--- src/rtl/mult_pkg.sv ---
// ---------------------------------------------------------------------------
// mult_pkg: shared types and helpers for the sequential shift-and-add
// multiplier (mult_seq_ctrl and mult_shift_add_dp).
//   state_e    : controller FSM states IDLE / RUN / DONE
//   cnt_width(): bit width of the step counter for a given operand width
// ---------------------------------------------------------------------------
package mult_pkg;

  typedef enum logic [1:0] {
    ST_IDLE = 2'd0,
    ST_RUN  = 2'd1,
    ST_DONE = 2'd2
  } state_e;

  // The counter has to hold 0..width-1. A width of 2 still needs one bit,
  // so the result never drops below 1.
  function automatic int cnt_width(input int width);
    return (width <= 2) ? 1 : $clog2(width);
  endfunction

endpackage

--- src/rtl/mult_shift_add_dp.sv ---
// ---------------------------------------------------------------------------
// mult_shift_add_dp: datapath of the shift-and-add multiplier.
// It holds the multiplicand (a_q) and the accumulator {hi_q, lo_q}.
// hi_q is WIDTH+1 bits so that the add carry has somewhere to land.
// lo_q starts as the multiplier and fills with product bits as it shifts.
//
// Optional feature (macro EARLY_TERM_EN): the extra_shift input adds further
// right shifts on top of the normal single-bit shift in the same step.
//
// Ports
//   clk, rst_n    clock, asynchronous active-low reset
//   load          capture op_a, load op_b into lo, clear hi
//   step          one add-then-shift step
//   op_a, op_b    operands (WIDTH bits each)
//   extra_shift   additional shift amount (EARLY_TERM_EN builds only)
//   acc_o         {hi[WIDTH-1:0], lo}; this is the product once all steps are done
// ---------------------------------------------------------------------------
module mult_shift_add_dp
  import mult_pkg::*;
#(
  parameter int WIDTH = 4,
  parameter int CW    = cnt_width(WIDTH)
) (
  input  logic               clk,
  input  logic               rst_n,
  input  logic               load,
  input  logic               step,
  input  logic [WIDTH-1:0]   op_a,
  input  logic [WIDTH-1:0]   op_b,
`ifdef EARLY_TERM_EN
  input  logic [CW-1:0]      extra_shift,
`endif
  output logic [2*WIDTH-1:0] acc_o
);

  logic [WIDTH-1:0] a_q, a_d;
  logic [WIDTH:0]   hi_q, hi_d;
  logic [WIDTH-1:0] lo_q, lo_d;
  logic [WIDTH:0]   sum;
  logic [2*WIDTH:0] shifted;
`ifdef EARLY_TERM_EN
  logic [CW:0]      shamt;
`endif

  always_comb begin
    a_d  = a_q;
    hi_d = hi_q;
    lo_d = lo_q;
    // hi_q is always below 2**WIDTH at the start of a step, because the
    // previous shift cleared the carry bit. So this sum cannot overflow WIDTH+1 bits.
    sum  = lo_q[0] ? (hi_q + {1'b0, a_q}) : hi_q;
`ifdef EARLY_TERM_EN
    shamt   = {1'b0, extra_shift} + {{CW{1'b0}}, 1'b1};
    shifted = {sum, lo_q} >> shamt;
`else
    shifted = {sum, lo_q} >> 1;
`endif
    if (load) begin
      a_d  = op_a;
      hi_d = '0;
      lo_d = op_b;
    end else if (step) begin
      hi_d = shifted[2*WIDTH:WIDTH];
      lo_d = shifted[WIDTH-1:0];
    end
  end

  always_ff @(posedge clk or negedge rst_n) begin
    if (!rst_n) begin
      a_q  <= '0;
      hi_q <= '0;
      lo_q <= '0;
    end else begin
      a_q  <= a_d;
      hi_q <= hi_d;
      lo_q <= lo_d;
    end
  end

  assign acc_o = {hi_q[WIDTH-1:0], lo_q};

endmodule

--- src/rtl/mult_seq_ctrl.sv ---
// ---------------------------------------------------------------------------
// mult_seq_ctrl: sequencing controller for the unsigned shift-and-add
// multiplier. It accepts one request, runs one add-shift step per clock,
// then holds the 2*WIDTH-bit product until the consumer takes it.
//
// Handshake semantics (both sides):
//   - A transfer happens on a rising edge where valid && ready.
//   - Request side: in_ready is high only in IDLE. op_a/op_b are sampled on
//     the accepting edge. in_valid is ignored in RUN and DONE.
//   - Response side: out_valid rises WIDTH clocks after the accepting edge.
//     out_valid and product stay constant until out_valid && out_ready.
//     The next request can be accepted on the edge after that handshake.
//
// Optional feature (macro EARLY_TERM_EN): the controller can finish early
// once no set multiplier bits remain. The remaining shifts are then done
// in one cycle. In that build the latency is max(1, msb_index(op_b)+1).
//
// Ports
//   clk, rst_n            clock, asynchronous active-low reset
//   in_valid, in_ready    request handshake
//   op_a, op_b            multiplicand, multiplier (unsigned, WIDTH bits)
//   out_valid, out_ready  response handshake
//   product               op_a*op_b (2*WIDTH bits)
//   busy                  high while in RUN or DONE
// ---------------------------------------------------------------------------
module mult_seq_ctrl
  import mult_pkg::*;
#(
  parameter int WIDTH = 4
) (
  input  logic               clk,
  input  logic               rst_n,
  input  logic               in_valid,
  output logic               in_ready,
  input  logic [WIDTH-1:0]   op_a,
  input  logic [WIDTH-1:0]   op_b,
  output logic               out_valid,
  input  logic               out_ready,
  output logic [2*WIDTH-1:0] product,
  output logic               busy
);

  localparam int CW = cnt_width(WIDTH);
  localparam logic [CW-1:0] LAST_CNT = CW'(WIDTH - 1);

  state_e        state_q, state_d;
  logic [CW-1:0] cnt_q, cnt_d;
  logic          out_valid_q, out_valid_d;
  logic          busy_q, busy_d;
  logic          dp_load;
  logic          dp_step;
  logic          finish;
  logic [2*WIDTH-1:0] acc;

`ifdef EARLY_TERM_EN
  logic [CW-1:0]    extra_shift;
  logic [WIDTH-1:0] rem_mask;
  logic             rem_zero;

  // After this step, the multiplier bits still to be consumed sit in
  // (acc_lo >> 1)[WIDTH-2-cnt:0]. The mask keeps exactly those
  // WIDTH-1-cnt positions.
  always_comb begin
    rem_mask = {WIDTH{1'b1}} >> ({1'b0, cnt_q} + {{CW{1'b0}}, 1'b1});
    rem_zero = (((acc[WIDTH-1:0] >> 1) & rem_mask) == '0);
  end
`endif

  always_comb begin
    state_d     = state_q;
    cnt_d       = cnt_q;
    out_valid_d = out_valid_q;
    busy_d      = busy_q;
    dp_load     = 1'b0;
    dp_step     = 1'b0;
    finish      = 1'b0;
`ifdef EARLY_TERM_EN
    extra_shift = '0;
`endif
    case (state_q)
      ST_IDLE: begin
        if (in_valid) begin
          dp_load = 1'b1;
          cnt_d   = '0;
          busy_d  = 1'b1;
          state_d = ST_RUN;
        end
      end
      ST_RUN: begin
        dp_step = 1'b1;
        finish  = (cnt_q == LAST_CNT);
`ifdef EARLY_TERM_EN
        if (rem_zero) begin
          // Only zero multiplier bits remain. Fold all the remaining
          // pure shifts into this step.
          finish      = 1'b1;
          extra_shift = LAST_CNT - cnt_q;
        end
`endif
        if (finish) begin
          cnt_d       = '0;
          out_valid_d = 1'b1;
          state_d     = ST_DONE;
        end else begin
          cnt_d = cnt_q + {{(CW-1){1'b0}}, 1'b1};
        end
      end
      ST_DONE: begin
        if (out_ready) begin
          out_valid_d = 1'b0;
          busy_d      = 1'b0;
          state_d     = ST_IDLE;
        end
      end
      default: begin
        out_valid_d = 1'b0;
        busy_d      = 1'b0;
        state_d     = ST_IDLE;
      end
    endcase
  end

  always_ff @(posedge clk or negedge rst_n) begin
    if (!rst_n) begin
      state_q     <= ST_IDLE;
      cnt_q       <= '0;
      out_valid_q <= 1'b0;
      busy_q      <= 1'b0;
    end else begin
      state_q     <= state_d;
      cnt_q       <= cnt_d;
      out_valid_q <= out_valid_d;
      busy_q      <= busy_d;
    end
  end

  mult_shift_add_dp #(
    .WIDTH (WIDTH),
    .CW    (CW)
  ) u_dp (
    .clk         (clk),
    .rst_n       (rst_n),
    .load        (dp_load),
    .step        (dp_step),
    .op_a        (op_a),
    .op_b        (op_b),
`ifdef EARLY_TERM_EN
    .extra_shift (extra_shift),
`endif
    .acc_o       (acc)
  );

  // in_ready is decoded from state, so it reads 1 while in reset.
  assign in_ready  = (state_q == ST_IDLE);
  assign out_valid = out_valid_q;
  assign busy      = busy_q;
  // The accumulator is frozen in DONE, so product is steady while out_valid=1.
  assign product   = acc;

endmodule
--- config.mk ---
export PLATFORM = sky130hd
export DESIGN_NAME = mult_seq_ctrl
export DESIGN_NICKNAME = d
export VERILOG_FILES = /design/src/rtl/mult_pkg.sv /design/src/rtl/mult_shift_add_dp.sv /design/src/rtl/mult_seq_ctrl.sv
export SDC_FILE = /design/constraint.sdc
export NUM_CORES = 1
export LEC_CHECK = 0
export BUFFER_PORTS_ARGS = -buffer_cell sky130_fd_sc_hd__buf_2
export CORE_MARGIN = 3
export CORE_UTILIZATION = 46
export CTS_CLUSTER_DIAMETER = 60
export DETAILED_ROUTE_END_ITERATION = 8
export GPL_TIMING_DRIVEN = 0
export PLACE_DENSITY = 0.73
export SETUP_SLACK_MARGIN = 0.4
export SLEW_MARGIN = 30
export SYNTH_ARGS = -nofsm -noshare
export SYNTH_HDL_FRONTEND = slang
export SYNTH_HIERARCHICAL = 1
export SYNTH_SLANG_ARGS = --single-unit
--- constraint.sdc ---
create_clock -name clk -period 1.7 [get_ports clk]
set_clock_uncertainty 0.2 [all_clocks]
set_input_delay 0 -clock clk [delete_from_list [all_inputs] [get_ports clk]]
set_output_delay 0 -clock clk [all_outputs]
set_load 0.01 [all_outputs]
======== Yosys cells after proc, flatten, opt, wreduce, memory -nomap -nowiden ========
Cells that the tools add are included.
storage, ports and cells
  bits in registers ....................... 19
  input bits .............................. 12
cells by class
  reduce and logical (&&, ||, !) cells .... 7
  equal/unequal tests ..................... 6
  bitwise gates (word level) .............. 2
  multiplexer cells ....................... 20
  add/subtract/negate cells ............... 2
operators by type and width
  operator               count
  $mux W5                3
  $mux W2                5
  $reduce_and A3 Y1      3
  $mux W4                2
  $mux W1                6
  $ne A2 B2 Y1 const B   3
  $pmux W1 S3            2
  $pmux W2 S3            1
  $add A5 B4 Y5          1
  $eq A2 B2 Y1 const B   2
  $pmux W2 S2            1
  $reduce_bool A2 Y1     2
  $add A2 B1 Y2 const B  1
  $eq A2 B1 Y1 const B   1
  $logic_not A2 Y1       1
  $not A1 Y1             2
  $reduce_and A2 Y1      1

======== Depth between registers and ports, before layout ========
Gate-level depths: netlist (run 1).
  depth in word-level cells ............... 4
  gate-level depth with buffers ........... 7

======== Modules after synthesis ========
The synthesis (run 1) kept the hierarchy.
modules (own cells, without submodules)
  module             area an instance (µm²)  seq. area each (µm²)  cells each  instances
  mult_shift_add_dp  710.7                   300.3                 65          1
  mult_seq_ctrl      270.3                   150.1                 28          1

======== Worst setup path before layout (run 1) ========
No wires, ideal clock.
  path type ............................... register -> register
  start point ............................. register u_dp.hi_q[0]
  end point ............................... register u_dp.hi_q[0]
  slack ................................... -129 ps
  path buffers ............................ 0
  data arrival time ....................... 1542 ps
  stages on the path, launching flop included .. 6
  data required time ...................... 1413 ps
  cells stage by stage .................... dfrtp_1 > ha_1 > inv_1 > fa_1 > mux2_4 > a211oi_2
on the way
  cells in the longest elaborated chain, start to end .. 4
ends and longest elaborated chain
  element                 RTL line                 RTL
  from (decl)             mult_shift_add_dp.sv:37  logic [WIDTH:0] hi_q, hi_d;
  from (signal assigned)  mult_shift_add_dp.sv:75  hi_q <= hi_d;
  $add A5 B4 Y5           mult_shift_add_dp.sv:51  sum = lo_q[0] ? (hi_q + {1'b0, a_q}) : hi_q;
  $mux W5                 mult_shift_add_dp.sv:51
  $mux W5                 mult_shift_add_dp.sv:62  end else if (step) begin
  $mux W5                 mult_shift_add_dp.sv:58  if (load) begin
No other way between the ends. The select of a mux whose other input is x is not followed.
A chain may end at the register's enable or synchronous reset.

======== Final worst setup path (run 1) ========
Same ends and word-level chain as after synthesis.

==> results of run 1 <==
[cells in the final DEF, fill, tap and decap left out, types with 3 or more instances in the layout]
master         synthesis  layout
ha_1                   5       4
buf_4                  1       9
buf_6                  2       8
buf_2                  0      20
nand2_2                1       6
dlygate4sd3_1          0      12
nor2_1                 6       5
dfrtp_1               18      16
clkbuf_4               0       4
o21ai_0               11       4
a21oi_2                0       3
o21ai_1                0       5
mux2_4                 1       4
nand2_1               10       5
inv_1                  4       3
mux2i_1                5       4
[logic make-up (layout without fill, tap and decap cells)]
family                     count (synthesis)  count (layout)  synth area share, %
AOI/OAI and AO/OA                         25              25                 15.7
and+or+nand+nor                           24              24                 11.2
DFF                                       18              18                 45.9
buffers and inverters                     10              65                 7.78
muxes                                      9               9                 10.1
adders and majority gates                  6               6                 8.42
xor gates and xnor gates                   1               1                0.893
[layout make-up]
class	count	area, µm²
Fill cell	115	399
Multi-Input combinational cell	65	533
Clock buffer	4	36.3
Timing Repair Buffer	51	430
Tap cell	27	33.8
Buffer	5	77.6
Sequential cell	18	453
Inverter	5	18.8
[per-stage QoR]
step                std cells  worst slack [ns]  area (µm²)
floorplan                  93           -0.0659        1010
global placement          142           -0.0588        1150
detailed placement        142            -0.106        1150
CTS                       173           -0.0735        1520
global route              175            -0.127        1580
finish                    175           -0.0939        1580
[sequential cells by signal, summed over array words and instances (netlist names)]
| signal | count |
|---|---|
| state_q | 2 |
| out_valid | 1 |
| u_dp/a_q | 4 |
| cnt_q | 2 |
| u_dp/hi_q | 4 |
| busy | 1 |
| u_dp/lo_q | 4 |
[power by group]
group	leakage (nW)	switching [W]	total, W	internal [W]
sequential	0.214	0.000193	0.000835	0.000641
clock	0.0210	0.000140	0.000270	0.000130
combinational	0.512	0.000906	0.00212	0.00121
total	0.747	0.00124	0.00322	0.00198
[per-layer routing]
metal	vias to the layer above	GRT usage [%]	routed length, µm
met5	-	0	0
met1	438	24.5	1110
met3	4	2.56	78
met4	0	8.09	30
li1	432	-	-
met2	19	39.3	1450
[path summary, 6_finish.rpt]
kind | end | from | cells past startpoint | slack (ns)
max in group asynchronous | state_q[0] | rst_n | 3 | 0.59
min in group asynchronous | u_dp/hi_q[2] | rst_n | 3 | 0.47
max | u_dp/hi_q[0] | u_dp/hi_q[0] | 5 | -0.09
max reg2reg | u_dp/hi_q[0] | u_dp/hi_q[0] | 5 | -0.09
min | u_dp/a_q[3] | in_valid | 4 | 0.07
min reg2reg | cnt_q[1] | cnt_q[1] | 1 | 0.32
[cells in the mapped netlist]
master and n:
buf_4 1, mux2_4 1, nor2_1 6, mux2_2 3, o21a_1 1, a211oi_1 1, nand2_2 1, nor2_2 1
buf_6 2, inv_2 1, or3_1 1, clkbuf_8 2, and2_1 1, inv_1 4, a31oi_1 1, a21oi_1 5
o211ai_1 1, ha_1 5, mux2i_1 5, a211oi_2 1, a21o_1 1, o21ai_0 11, nand4_1 1, nand2b_1 1
fa_1 1, nor2b_1 2, xnor2_1 1, a22o_1 2, dfrtp_1 18, nand2_1 10, o21bai_1 1
[worst min-delay path, cell delays in order]
cell	delay [ns]
buf_2	0.10
and2_4	0.15
buf_8	0.13
mux2_4	0.15
[repair_timing]
item                                    CTS  global route
pin swaps                                 5             5
endpoints found under the setup margin   12            15
resized for setup                        20            13
setup buffers                            14             2
endpoints found under the hold margin    32             0
hold buffers                             12             0
gates cloned                              1             0
==> run_results.csv, run 1 <==
group,metric,value,unit
logic_synthesis,ys_top_cells_by_area,"dfrtp_1 (46%), ha_1 (6.4%), o21ai_0 (5.6%)",
clocking,clock_latency,0.30,ns
finish,drive_above_1_share,51.4,%
logic_synthesis,yosys.area.top_type,"dfrtp_1",
logic_synthesis,ys_ff_latch,18,
timing,holdWs,0.0705,ns
clocking,cts_tree,"built",
routing,routedWlPerCell,15.3,µm
worst_setup_path,path_cells,"ha_2, inv_2, fa_2, mux2_4, a211oi_2",
worst_setup_path,cp.arrival,1.81,ns
finish,syn2layout_area_growth,61.4,%
placed_design,hpwl,1400,µm
finish,nNetsFinal,167,
timing,min_period_over_period,106,%
logic_synthesis,synth_top_area_share,45.9,%
worst_setup_path,crit_buf_inv,1,
global_routing,grt_pass1_vias,944,
floorplanning,io_pins,23,
logic_synthesis,syn_area,981,µm²
placed_design,gp_congestion,0.715,
global_routing,grt_pass1_wl,4220,µm
routing,avgViaCountPerCell,5.10,
worst_setup_path,slowest_stage,"dfrtp_1",
clocking,htree_levels,1,
timing,finalSetupTns,-0.107,ns
finish,post-route-util,79.9,%
floorplanning,die-height,52.2,µm
floorplanning,initial_utilization,49.5,%
floorplanning,dieArea,2720,µm²
clocking,clockBufferDepth,2,
placed_design,numPortBuffers,22,
flow_run,drv_cap,0,
run_status,outcome,"finished, violations left",
routing,postRouteAntennaNets,0,
timing,setup_viol,3,
worst_setup_path,crit_type,"flip-flop to flip-flop",
finish,antenna_cells,0,
timing,post-route-min-period,1.79,ns
timing,fmax,557,MHz
worst_setup_path,crit_family,"adder cells",
timing,tightest_slew,0.266,ns
floorplanning,rows,16,
timing,relSlewSlack,82.3,%
timing,slew_viol_final,0,
worst_setup_path,crit_required,1.71,ns
timing,grt_setup_unrepaired,"true",
worst_setup_path,end_kind,"flip-flop",
logic_synthesis,synth_area_per_cell,10.5,µm²
power,power_per_cell_area,2040,nW/µm²
clocking,clkSlewWorstSetupHoldPaths,0.12,ns
power,irDropWorstVdd,0.00124,V
logic_synthesis,syn_inst,93,
routing,drc_errors,0,
logic_synthesis,syn_nets,111,
clocking,root_buffer,"clkbuf_4",
hold_path,min_path_type,"input port to flip-flop",
floorplanning,coreArea,1980,µm²
power,power,0.00322,W
clocking,cts_inserted_buffers,3,
power,power_leakage,0.747,nW
global_routing,grt-ovfl-total,0,
run_status,violations,"negative setup slack",
worst_setup_path,slowest_delay,0.42,ns
worst_setup_path,critPathLaunchType,"flip-flop",
routing,vias,893,
clocking,clock_sinks,18,
timing,setup_slack,-0.0939,ns
timing,final_hold_viol_count,0,
routing,drt-pass1-iter-count,4,
global_routing,grt_max_degree,19,
logic_synthesis,synth_cell_types,31,
global_routing,grt_usage,21.2,%
routing,routed_wl,2670,µm
routing,drt_iter0_drc,7,
worst_setup_path,cp_max_fo,2,
logic_synthesis,yosys_warnings,6,
logic_synthesis,ys_seq_area_share,45.9,%
global_routing,antenna_found_initial,0,
floorplanning,die_w,52.2,µm
(Power assumes the default switching activity.)
==> inputs of run 2 (changes only) <==
--- a/config.mk
+++ b/config.mk
@@ -7,11 +7,11 @@
 export LEC_CHECK = 0
 export BUFFER_PORTS_ARGS = -buffer_cell sky130_fd_sc_hd__buf_2
 export CORE_MARGIN = 3
-export CORE_UTILIZATION = 46
+export CORE_UTILIZATION = 55
 export CTS_CLUSTER_DIAMETER = 60
 export DETAILED_ROUTE_END_ITERATION = 8
 export GPL_TIMING_DRIVEN = 0
-export PLACE_DENSITY = 0.73
+export PLACE_DENSITY = 0.81
 export SETUP_SLACK_MARGIN = 0.4
 export SLEW_MARGIN = 30
 export SYNTH_ARGS = -nofsm -noshare
==> constraint.sdc (replaced) <==
create_clock -name clk -period 2.3 [get_ports clk]
set_clock_uncertainty 0.2 [all_clocks]
set_input_delay 0 -clock clk [delete_from_list [all_inputs] [get_ports clk]]
set_output_delay 0 -clock clk [all_outputs]
set_load 0.01 [all_outputs]
==> run 2 against run 1 <==
- the flow now finishes without violations
- count of clock-buffer cells in the layout unchanged
- critical path depth unchanged
- fmax down 2.3%
- die area down 15%
- sequential cell count unchanged
- sequential share of layout area up 6.4 points
- total power down 44%
- critical path type unchanged
- largest power group unchanged
- highest routed layer unchanged
==> run_results.csv, run 2 (synthesis results as in run 1) <==
group,metric,value,unit
run_status,outcome,"completed",
routing,drc_errors,0,
clocking,cts_tree,"built",
timing,grt_setup_unrepaired,"false",
global_routing,grt_pass1_wl,3360,µm
placed_design,post-place-ws,0.406,ns
finish,drive_above_1_share,31.1,%
routing,vias,786,
finish,syn2layout_area_growth,31.2,%
routing,postRouteAntennaNets,0,
flow_run,drv_cap,0,
clocking,clockBufferDepth,2,
finish,layout_common_cells,"buf_2 (22), dfrtp_1 (18), dlygate4sd3_1 (12), o21ai_0 (11), nand2_1 (10)",
placed_design,hpwl,1440,µm
clocking,clock_sinks,18,
routing,drt-pass1-iter-count,3,
hold_path,min_path_type,"input port to flip-flop",
global_routing,grt_pass1_vias,815,
floorplanning,io_pins,23,
timing,setup_viol,0,
floorplanning,coreArea,1590,µm²
timing,tightest_slew,0.805,ns
routing,avgViaCountPerCell,5.04,
worst_setup_path,cp_max_fo,2,
clocking,root_buffer,"clkbuf_4",
finish,multiInputGateArea,457,µm²
routing,routedWlPerCell,13.0,µm
worst_setup_path,crit_type,"flip-flop to flip-flop",
timing,final_hold_viol_count,0,
timing,relSlewSlack,46.2,%
routing,routed_wl,2030,µm
finish,nNetsFinal,151,
timing,fmax,545,MHz
global_routing,grt-ovfl-total,0,
timing,slew_viol_final,0,
worst_setup_path,cp.arrival,1.85,ns
worst_setup_path,reg2reg_depth,5,
floorplanning,dieArea,2330,µm²
clocking,cts_inserted_buffers,3,
floorplanning,rows,14,
timing,setup_slack,0.464,ns
global_routing,grt_usage,20.8,%
global_routing,antenna_found_initial,0,
worst_setup_path,critPathLaunchType,"flip-flop",
power,irDropWorstVdd,0.000890,V
floorplanning,die_w,48.2,µm
clocking,htree_levels,1,
floorplanning,die-height,48.2,µm
worst_setup_path,end_kind,"flip-flop",
power,power_per_cell_area,1400,nW/µm²
timing,min_period_over_period,79.8,%
routing,drt_iter0_drc,8,
power,power_leakage,0.613,nW
finish,fillers,104,
global_routing,grt_max_degree,19,
timing,finalSetupTns,0,ns
clocking,clock_latency,0.29,ns
finish,antenna_cells,0,
timing,post-route-min-period,1.84,ns
placed_design,numPortBuffers,22,
floorplanning,initial_utilization,61.5,%
finish,final_common_cell,"buf_2",
finish,top_regs,"u_dp/a_q: 4 flops, u_dp/hi_q: 4 flops, u_dp/lo_q: 4 flops",
clocking,clkSlewWorstSetupHoldPaths,0.11,ns
worst_setup_path,crit_required,2.31,ns
finish,final-seq-area,450,µm²
placed_design,gp_congestion,0.790,
hold_path,min_path_cells,4,
run 2: changes by cell type in the layout (fill, tap and decap cells not counted), sizes merged:
cell	previous run	this run
buf	42	26
run 2: path summary, 6_finish.rpt:
kind	start	endpoint	slack (ns)
worst max register to register	u_dp/hi_q[0]	u_dp/hi_q[0]	0.46
max in group asynchronous	rst_n	u_dp/lo_q[2]	0.75
worst min-delay path	op_a[1]	u_dp/a_q[1]	0.25
worst max-delay path	u_dp/hi_q[0]	u_dp/hi_q[0]	0.46
min in group asynchronous	rst_n	u_dp/hi_q[3]	0.66
worst min register to register	out_valid	out_valid	0.33
run 2: what timing repair did:
item | 4_1_cts | 5_1_grt
hold buffers | 12 | 0
gates resized for setup | 0 | 1
endpoints found under the setup margin | 1 | 1
hold endpoints to repair | 32 | 0
setup buffers | 1 | 0
run 2: cell type report:
class	count	share of cell area, %
tap	24	2.33
timing repair buffer	35	18.5
multi-input combinational	65	35.5
clock buffer	4	2.82
buffer	5	4.47
sequential	18	35.0
inverter	5	1.46
run 2: power breakdown:
group,switching (W),internal (W)
Clock,0.0000999,0.0000963
Sequential,0.000124,0.000471
Combinational,0.000496,0.000512
Total,0.000720,0.00108
run 2: metal layers:
metal	GRT usage [%]	vias up	wire length (µm)
li1	-	400	-
met3	2.58	2	44
met4	7.53	0	10
met1	23.6	373	872
met2	39.1	11	1100
met5	0	-	0
run 2: per-stage QoR:
step	instance area, µm²	hold slack (ns)	total power (W)	util (%)	std cells
after floorplan	981	-0.496	0.00131	-	93
after global placement	1120	-0.250	0.00152	70.3	139
after detailed placement	1120	-0.242	0.00157	70.3	139
after CTS	1280	0.249	0.00180	80.6	156
after global routing	1290	0.272	0.00196	80.8	156
final	1290	0.250	0.00180	80.8	156
run 2: critical path, cell delays in order, from the launching register on:
cell and delay [ns]:
dfrtp_1 0.40, ha_2 0.19, inv_1 0.07, fa_1 0.41
mux2_4 0.28, a211oi_2 0.21
